==> src/rtl/posit_pkg.sv <==
// posit_pkg: shared posit widths, special encodings and stage payload types
package posit_pkg;
  localparam int N = 8;
  localparam int ES = 3;
  localparam int RS = $clog2(N);
  localparam int KW = RS + 1;
  typedef struct packed {
    logic sign;
    logic [RS:0] regime;
    logic [ES-1:0] exp;
    logic [N:0] mant;
    logic zero;
    logic nar;
  } posit_unpacked_t;
  typedef struct packed {
    logic [2*N-1:0] body;
    logic sign;
    logic clamp_hi;
    logic clamp_lo;
    logic zero;
    logic nar;
  } posit_body_t;
  function automatic logic [N-1:0] maxpos(input int n);
    return (N'(1) << (n - 1)) - N'(1);
  endfunction
  function automatic logic [N-1:0] minpos(input int n);
    return n > 1 ? N'(1) : N'(0);
  endfunction
  function automatic logic [N-1:0] nar(input int n);
    return N'(1) << (n - 1);
  endfunction
endpackage

==> src/rtl/posit_round_pack.sv <==
// posit_round_pack: round-to-nearest-even, saturate and negate a left-justified posit body
module posit_round_pack
  import posit_pkg::*;
(
  input  posit_body_t      b,
  output logic [N-1:0]     posit
);
  logic [N-2:0] mag;
  logic guard, sticky, up;
  logic [N-1:0] sum, fin;
  // round the top N-1 body bits, keep the magnitude within [minpos, maxpos], then apply sign and specials
  always_comb begin
    mag = b.body[2*N-1 -: N-1];
    guard = b.body[N];
    sticky = |b.body[N-1:0];
    up = guard & (sticky | mag[0]);
    sum = {1'b0, mag} + N'(up);
    fin = b.clamp_hi || sum[N-1] ? maxpos(N) : b.clamp_lo || sum == '0 ? minpos(N) : sum;
    posit = b.nar ? nar(N) : b.zero ? '0 : b.sign ? -fin : fin;
  end
endmodule

==> src/rtl/posit_result_encoder.sv <==
// posit_result_encoder: two-stage valid/ready pipeline packing an unpacked sum into an N-bit posit
module posit_result_encoder
  import posit_pkg::*;
(
  input  logic           clk,
  input  logic           reset,
  input  logic           in_valid,
  output logic           in_ready,
  input  logic           in_sign,
  input  logic [RS:0]    in_regime,
  input  logic [ES-1:0]  in_exp,
  input  logic [N:0]     in_mant,
  input  logic           in_zero,
  input  logic           in_nar,
  output logic           out_valid,
  input  logic           out_ready,
  output logic [N-1:0]   out_posit
);
  localparam logic signed [RS:0] KMAX = KW'(N - 2);
  posit_unpacked_t u;
  posit_body_t nxt, s1;
  logic s1_valid, adv, cap, unused_hidden;
  logic signed [RS:0] k, kc;
  logic [RS:0] len, lj;
  logic [N-1:0] rstr, rj, packed_posit;
  logic [2*N+ES-1:0] wide;
  assign u = {in_sign, in_regime, in_exp, in_mant, in_zero, in_nar};
  assign unused_hidden = u.mant[N];
  assign adv = !out_valid || out_ready;
  assign in_ready = !s1_valid || adv;
  // build the regime string, append exponent and fraction, and left-justify; bits past 2N fold into the sticky lsb
  always_comb begin
    k = $signed(u.regime);
    kc = k > KMAX ? KMAX : k < -KMAX ? -KMAX : k;
    len = kc[RS] ? KW'(1) - kc : kc + KW'(2);
    rstr = kc[RS] ? N'(1) : (N'(1) << len) - N'(2);
    cap = len == KW'(N);
    rj = cap ? rstr >> 1 : rstr;
    lj = cap ? KW'(N - 1) : len;
    wide = {rj, u.exp, u.mant[N-1:0]} << (KW'(N) - lj);
    nxt.body = {wide[$bits(wide)-1 -: 2*N-1], |wide[$bits(wide)-2*N:0]};
    nxt.sign = u.sign;
    nxt.clamp_hi = k > KMAX;
    nxt.clamp_lo = k < -KMAX;
    nxt.zero = u.zero;
    nxt.nar = u.nar;
  end
  posit_round_pack u_round (
    .b     (s1),
    .posit (packed_posit)
  );
  // stage 1 holds the shifted body, stage 2 the packed posit; both move whenever the output can take data
  always_ff @(posedge clk or posedge reset) begin
    if (reset) begin
      s1_valid <= 1'b0;
      s1 <= '0;
      out_valid <= 1'b0;
      out_posit <= '0;
    end else begin
      if (in_ready) begin
        s1_valid <= in_valid;
        if (in_valid) s1 <= nxt;
      end
      if (adv) begin
        out_valid <= s1_valid;
        if (s1_valid) out_posit <= packed_posit;
      end
    end
  end
endmodule

==> config.mk <==
export PLATFORM = sky130hd
export DESIGN_NAME = posit_result_encoder
export DESIGN_NICKNAME = d
export VERILOG_FILES = /design/src/rtl/posit_pkg.sv /design/src/rtl/posit_round_pack.sv /design/src/rtl/posit_result_encoder.sv
export SDC_FILE = /design/constraint.sdc
export NUM_CORES = 1
export LEC_CHECK = 0
export ABC_AREA = 1
export BUFFER_PORTS_ARGS = -buffer_cell sky130_fd_sc_hd__buf_4
export CELL_PAD_IN_SITES_DETAIL_PLACEMENT = 0
export CELL_PAD_IN_SITES_GLOBAL_PLACEMENT = 1
export CORE_MARGIN = 8
export CORE_UTILIZATION = 39
export CTS_BUF_LIST = sky130_fd_sc_hd__clkbuf_2 sky130_fd_sc_hd__clkbuf_4 sky130_fd_sc_hd__clkbuf_8
export CTS_CLUSTER_DIAMETER = 40
export DETAILED_ROUTE_END_ITERATION = 8
export PLACE_DENSITY = 0.86
export SKIP_LAST_GASP = 1
export SLEW_MARGIN = 0
export SYNTH_ARGS = -nofsm -noshare
export SYNTH_HDL_FRONTEND = slang
export SYNTH_SLANG_ARGS = --single-unit
==> constraint.sdc <==
create_clock -name clk -period 2.1 [get_ports clk]
set_input_delay 0.21 -clock clk [delete_from_list [all_inputs] [get_ports clk]]
set_output_delay 0.21 -clock clk [all_outputs]
set_load 0.05 [all_outputs]
==> impl_metrics.yaml, run 1 <==
cts:
  clk-insertion-delay-late_ns: 0.28
  path_clk_slew_ns: 0.07
  cts_inserted_buffers: 5
  tritoncts: "built"
  cts-root-buf: "clkbuf_8"
  number_of_buffers_on_the_longest_clock_path: 2
  clk_sink_count: 31
  clock_tree.htree_level_count: 2
status:
  run_status: "finished with violations"
  failed_checks: "setup timing"
drt:
  first_iteration_detailed_routing_drc_count: 203
  drt_pre_antenna_iters: 4
  detail_route.wirelength_microns: 8930
  detail_route.vias_per_cell: 4.91
  drt.antenna.violating_nets: 0
  drt_drc_violations_left: 0
  num_vias: 3351
  post_drt_wl_per_cell_microns: 13.1
synth:
  post_synth.cell_area_avg_sq_um: 6.34
  synth_fp_nets: 505
  ys_seq_elements: 31
  async_flop_share: 1.00
  post-synth-top-count-cell: "nand2_1"
  ys_top_cells_by_area: "dfrtp_1 (26%), nand2_1 (20%), nand3_1 (7.4%)"
  yosys.area.top_type_share: 0.259
  synth_seq_area_share: 0.259
  syn-instance-count: 472
  netlist-cell-type-count: 37
  library_cell_occupying_the_most_area_in_the_post_synthesis_netlist: "dfrtp_1"
  synth.cells.most_frequent: "nand2_1 (161), inv_1 (55), nand3_1 (44)"
  syn_area_sq_mm: 0.00299
  synth_flop_cell: "dfrtp_1"
  synth_edf_count: 0
  synth_warnings: 0
grt:
  grt_usage: 0.156
  grt_max_degree: 32
  grt_first_pass_wirelength_microns: 14600
  vias_in_the_first_global_route: 3328
  antenna_violations_before_repair: 0
  global_route.overflow_total: 0
die:
  initial_core_util: 0.396
  floorplan.rows: 32
  io_pins: 33
  fp.dieArea_sq_mm: 0.0107
  floorplan.core_area_sq_mm: 0.00757
  die_w_microns: 104
  dieHeight_microns: 104
placed_design:
  placement.io_buffers: 31
  place.detailed.hpwl_microns: 6320
  placed_cells: 653
  placedInstanceArea_sq_mm: 0.00393
  gp_congestion: 0.878
sta:
  final.period_utilization: 1.14
  finalWorstSetupSlack_ns: -0.285
  timing.slew.headroom: 0.659
  rsz_0062_raised_after_global_routing: "yes"
  clock_skew_ns: 0.00517
  final-max-slew-violation-count: 0
  timing.final.hold_violations: 0
  setup_viol_count_final: 21
  max_clock_freq_mhz: 419
  hold_ws_ns: 0.0188
  timing.final.crit_period_ns: 2.38
  timing_worst_slew_pin_value_ns: 0.507
finish:
  final_core_utilization: 0.625
  final_layout_size_suffix_gt1_frac: 0.481
  layout_nets: 613
  final-instance-count-excl-fill: 682
  design_area_sq_mm: 0.00473
  antenna_cells: 0
  syn_to_final_growth_pct: 58.0
job:
  maxCapViolCount: 0
setup_path:
  timing.critical_path.fanout_max: 6
  worstPathRequired_ns: 2.31
  setup.worst_path.start_class: "input pin"
  critical_path_class: "in2reg"
  critPathCaptureType: "flip-flop"
  cp_data_arrival_time_ns: 2.60
hold_path:
  holdCritPathClass: "in2async"
power:
  leakage_nw: 2.32
  power.density_cell_area_mw_per_mm2: 933
  peak_supply_drop_v: 0.000369
[stage by stage]
step                power, W  setup WS, ns  TNS, ns
global placement     0.00325        -0.539    -7.39
floorplan            0.00256        -0.287    -3.40
global route         0.00475        -0.429    -7.00
finish               0.00441        -0.285    -4.30
detailed placement   0.00329        -0.575    -8.62
CTS                  0.00403        -0.222    -2.56
[cell families (layout without fill, tap and decap cells)]
group | Yosys count | count (layout) | share of synthesized area
AND/OR/NAND/NOR | 270 | 273 | 0.410
buffers and inverters | 80 | 185 | 0.113
AO/OA/AOI/OAI | 73 | 73 | 0.140
flip-flops | 31 | 31 | 0.259
adder cells (fa/ha/maj) | 10 | 10 | 0.0418
XOR/XNOR | 7 | 7 | 0.0330
multiplexers | 1 | 1 | 0.00334
[layout by cell type (no fill, tap or decap), drive strengths merged]
master / netlist / layout
nand3: 46 / 46
ha: 10 / 10
clkinv: 1 / 4
nand4: 8 / 8
clkbuf: 9 / 6
nand2: 173 / 176
buf: 6 / 112
or2: 1 / 1
xor2: 5 / 5
o211ai: 8 / 8
o31ai: 2 / 2
xnor2: 2 / 2
a21oi: 14 / 14
nor3: 8 / 8
nor2: 34 / 34
mux2i: 1 / 1
dfrtp: 31 / 31
o21ai: 48 / 48
a31oi: 1 / 1
inv: 64 / 63
[final cells by class]
type	count	area (sq um)
Clock buffer	6	82.6
Clock inverter	1	5.00
Fill cell	631	2840
Inverter	65	272
Multi-Input combinational cell	364	2510
Sequential cell	31	776
Tap cell	102	128
Timing Repair Buffer	112	952
Timing Repair inverter	1	5.00
[power breakdown]
part	total, W	switching [W]	internal (W)
logic	0.00299	0.00175	0.00124
clock network	0.000473	0.000216	0.000257
registers	0.000952	0.000159	0.000793
[path summary, 6_finish.rpt]
path | start | endpoint | slack, ns | cells past startpoint
max | in_regime[2] | s1[17] | -0.28 | 17
min | reset | s1[8] | 0.02 | 3
max reg2reg | s1[13] | out_posit[2] | -0.10 | 13
min reg2reg | out_posit[5] | out_posit[5] | 0.48 | 2
max in group asynchronous | reset | s1[20] | 1.79 | 3
min in group clk | in_nar | s1[0] | 0.14 | 3
[per-layer routing]
layer,GRT usage,wire (microns)
met5,0,0
met4,0.0504,150
met3,0.0204,283
met2,0.278,4640
met1,0.188,3860
[flip-flops by register name, summed over array words and instances (netlist names)]
name / cells
s1: 21
out_valid: 1
s1_valid: 1
out_posit: 8
[critical path, stage by stage]
cell and delay (ns):
buf_8 0.10, o21ai_4 0.14, ha_4 0.23, nor2_4 0.20, xor2_4 0.28, buf_12 0.15
ha_4 0.15, nand3_4 0.16, buf_8 0.20, nand2_8 0.07, xnor2_4 0.16, clkinv_4 0.13
nor2_4 0.16, inv_4 0.07, nand2_4 0.06, nand2_2 0.06, nand2_1 0.06
[repair_timing]
item,in CTS,in global routing
pin swaps,37,57
cloned,2,3
buffers inserted,13,5
endpoints found under the setup margin,22,22
hold buffers,0,0
resized for setup,55,82
(Power assumes the default switching activity.)
==> run 2: changes to the inputs <==
CORE_ASPECT_RATIO = 1.4   (was unset)
PLACE_DENSITY = 0.76   (was 0.86)
==> impl_metrics.yaml, run 2 (synthesized netlist as in run 1, its figures left out) <==
grt:
  antenna_violations_before_repair: 0
  grt_usage: 0.160
  vias_in_the_first_global_route: 3263
  grt_max_degree: 32
  global_route.overflow_total: 0
  grt_first_pass_wirelength_microns: 14600
die:
  io_pins: 33
  initial_core_util: 0.394
  floorplan.core_area_sq_mm: 0.00761
  dieHeight_microns: 120
  die_w_microns: 90.1
  fp.dieArea_sq_mm: 0.0108
  floorplan.rows: 38
finish:
  syn_to_final_growth_pct: 54.0
  layout_commonest_cell: "nand2_1"
  design_area_sq_mm: 0.00461
  final_cell_mix: "nand2_1 (143), buf_4 (103), inv_1 (40)"
  biggestRegsByFlops: "s1 x21, out_posit x8"
  num-fill-cells: 741
  layout_nets: 619
  largest_register_ffs: 21
  largest-register: "s1"
  final_core_utilization: 0.606
  regArea_sq_um: 776
  final_layout_size_suffix_gt1_frac: 0.445
  antenna_cells: 0
  footprint_of_the_multi_input_gates_sq_mm: 0.00238
  final-instance-count-excl-fill: 686
setup_path:
  critPathCaptureType: "flip-flop"
  setup.worst_path.start_class: "input pin"
  timing.critical_path.fanout_max: 7
  critical_path_class: "in2reg"
  crit_path_top_delay_cell: "xor2_4"
  cp_common_cell: "nand2_1"
  crit_path_max_incr_delay_ns: 0.26
  timing.reg2reg.setup_slack_ns: 0.01
  worstPathRequired_ns: 2.27
  kind_of_cell_with_the_highest_combined_delay_on_the_critical_path: "simple AND/OR/NAND/NOR gates"
  critical_path.cell_chain: "buf_8, o21ai_4, ha_4, nor2_4, xor2_4, buf_6, ha_4, nand3_4, nand2_8, o21ai_4, nand2_4, inv_6, buf_6, o211ai_1, nand2_1, nand2_1, nand2_1"
  worstPathBufferInverterCount: 4
  cp_data_arrival_time_ns: 2.54
sta:
  final-max-slew-violation-count: 0
  hold_ws_ns: -0.000213
  timing.final.crit_period_ns: 2.36
  clock_skew_ns: 0.00562
  timing.slew.headroom: 0.640
  final.period_utilization: 1.13
  setup_viol_count_final: 16
  timing_worst_slew_pin_value_ns: 0.537
  max_clock_freq_mhz: 423
  finalWorstSetupSlack_ns: -0.265
  rsz_0062_raised_after_global_routing: "yes"
  timing.final.hold_violations: 2
status:
  run_status: "finished with violations"
  failed_checks: "hold timing, setup timing"
drt:
  first_iteration_detailed_routing_drc_count: 92
  drt_pre_antenna_iters: 4
  detail_route.wirelength_microns: 8520
  detail_route.vias_per_cell: 4.88
  num_vias: 3349
  routed-wl-met3_microns: 237
  routed_metal_1_wire_length_microns: 3370
  post_drt_wl_per_cell_microns: 12.4
  topRoutingLayerUsed: "met4"
  drt_drc_violations_left: 0
  met2WireLength_microns: 4690
  drt.antenna.violating_nets: 0
placed_design:
  placed_cells: 654
  gp_congestion: 0.844
  place.detailed.hpwl_microns: 6600
  placement.io_buffers: 31
  placedInstanceArea_sq_mm: 0.00393
power:
  peak_supply_drop_v: 0.000537
  power.density_cell_area_mw_per_mm2: 932
  leakage_nw: 2.33
  power_w: 0.00430
cts:
  path_clk_slew_ns: 0.06
  number_of_buffers_on_the_longest_clock_path: 2
  tritoncts: "built"
  clk-insertion-delay-late_ns: 0.29
  cts_inserted_buffers: 5
  clock_tree.htree_level_count: 2
  cts-root-buf: "clkbuf_8"
  clk_sink_count: 31
  hold_buffers: 0
job:
  maxCapViolCount: 0
hold_path:
  holdCritPathClass: "in2async"
-- run 2: cell types whose count changed in the layout (fill, tap and decap cells not counted), sizes merged --
cell	before	now
inv	63	65
nand2	176	175
buf	112	119
clkinv	4	2
-- run 2: layout make-up --
cell class | instances | area share
clock buffer | 6 | 0.0179
clock inverter | 1 | 0.00109
timing repair inverter | 1 | 0.000814
multi-input combinational | 363 | 0.517
tap | 100 | 0.0271
sequential | 31 | 0.168
inverter | 65 | 0.0573
timing repair buffer | 119 | 0.210
-- run 2: path summary, 6_finish.rpt --
kind | end | startpoint | depth (start not counted)
min | s1[5] | reset | 3
max in group asynchronous | out_posit[6] | reset | 3
min in group clk | s1[0] | in_nar | 3
max reg2reg | out_posit[4] | s1[14] | 15
max | s1[17] | in_regime[1] | 17
min reg2reg | s1[11] | s1[11] | 2
-- run 2: per-stage QoR --
stage          worst slack [ns]  TNS [ns]  hold slack (ns)
6_report                 -0.265     -3.07        -0.000213
3_3_place_gp             -0.594     -7.48            0.319
2_1_floorplan            -0.287     -3.40            0.314
5_1_grt                  -0.410     -5.90           0.0256
3_5_place_dp             -0.641     -8.30            0.325
4_1_cts                  -0.239     -2.55           0.0130
-- run 2: worst register-to-register path: cells and delay by family, from the launching register on --
family / cells / cell delay, ns
AOI/OAI and AO/OA: 2 / 0.30
DFF: 1 / 0.39
adders and majority gates: 2 / 0.34
and+or+nand+nor: 9 / 0.78
buffers and inverters: 1 / 0.05
xor gates and xnor gates: 1 / 0.14
-- run 2: timing repair --
action | CTS | global route
gates cloned | 4 | 0
pin swaps | 45 | 48
endpoints found under the setup margin | 22 | 22
resized for setup | 46 | 62
setup buffers | 11 | 10
-- run 2: report_power, final --
part	total, W	switching [W]	internal [W]
Combinational	0.00288	0.00165	0.00124
Clock	0.000469	0.000213	0.000256
Sequential	0.000942	0.000149	0.000793
-- run 2: per-layer routing --
metal	global-route usage	vias to the layer above
li1	-	1748
met1	0.172	1536
met2	0.305	48
met3	0.0250	17
met4	0.0637	0
met5	0	-
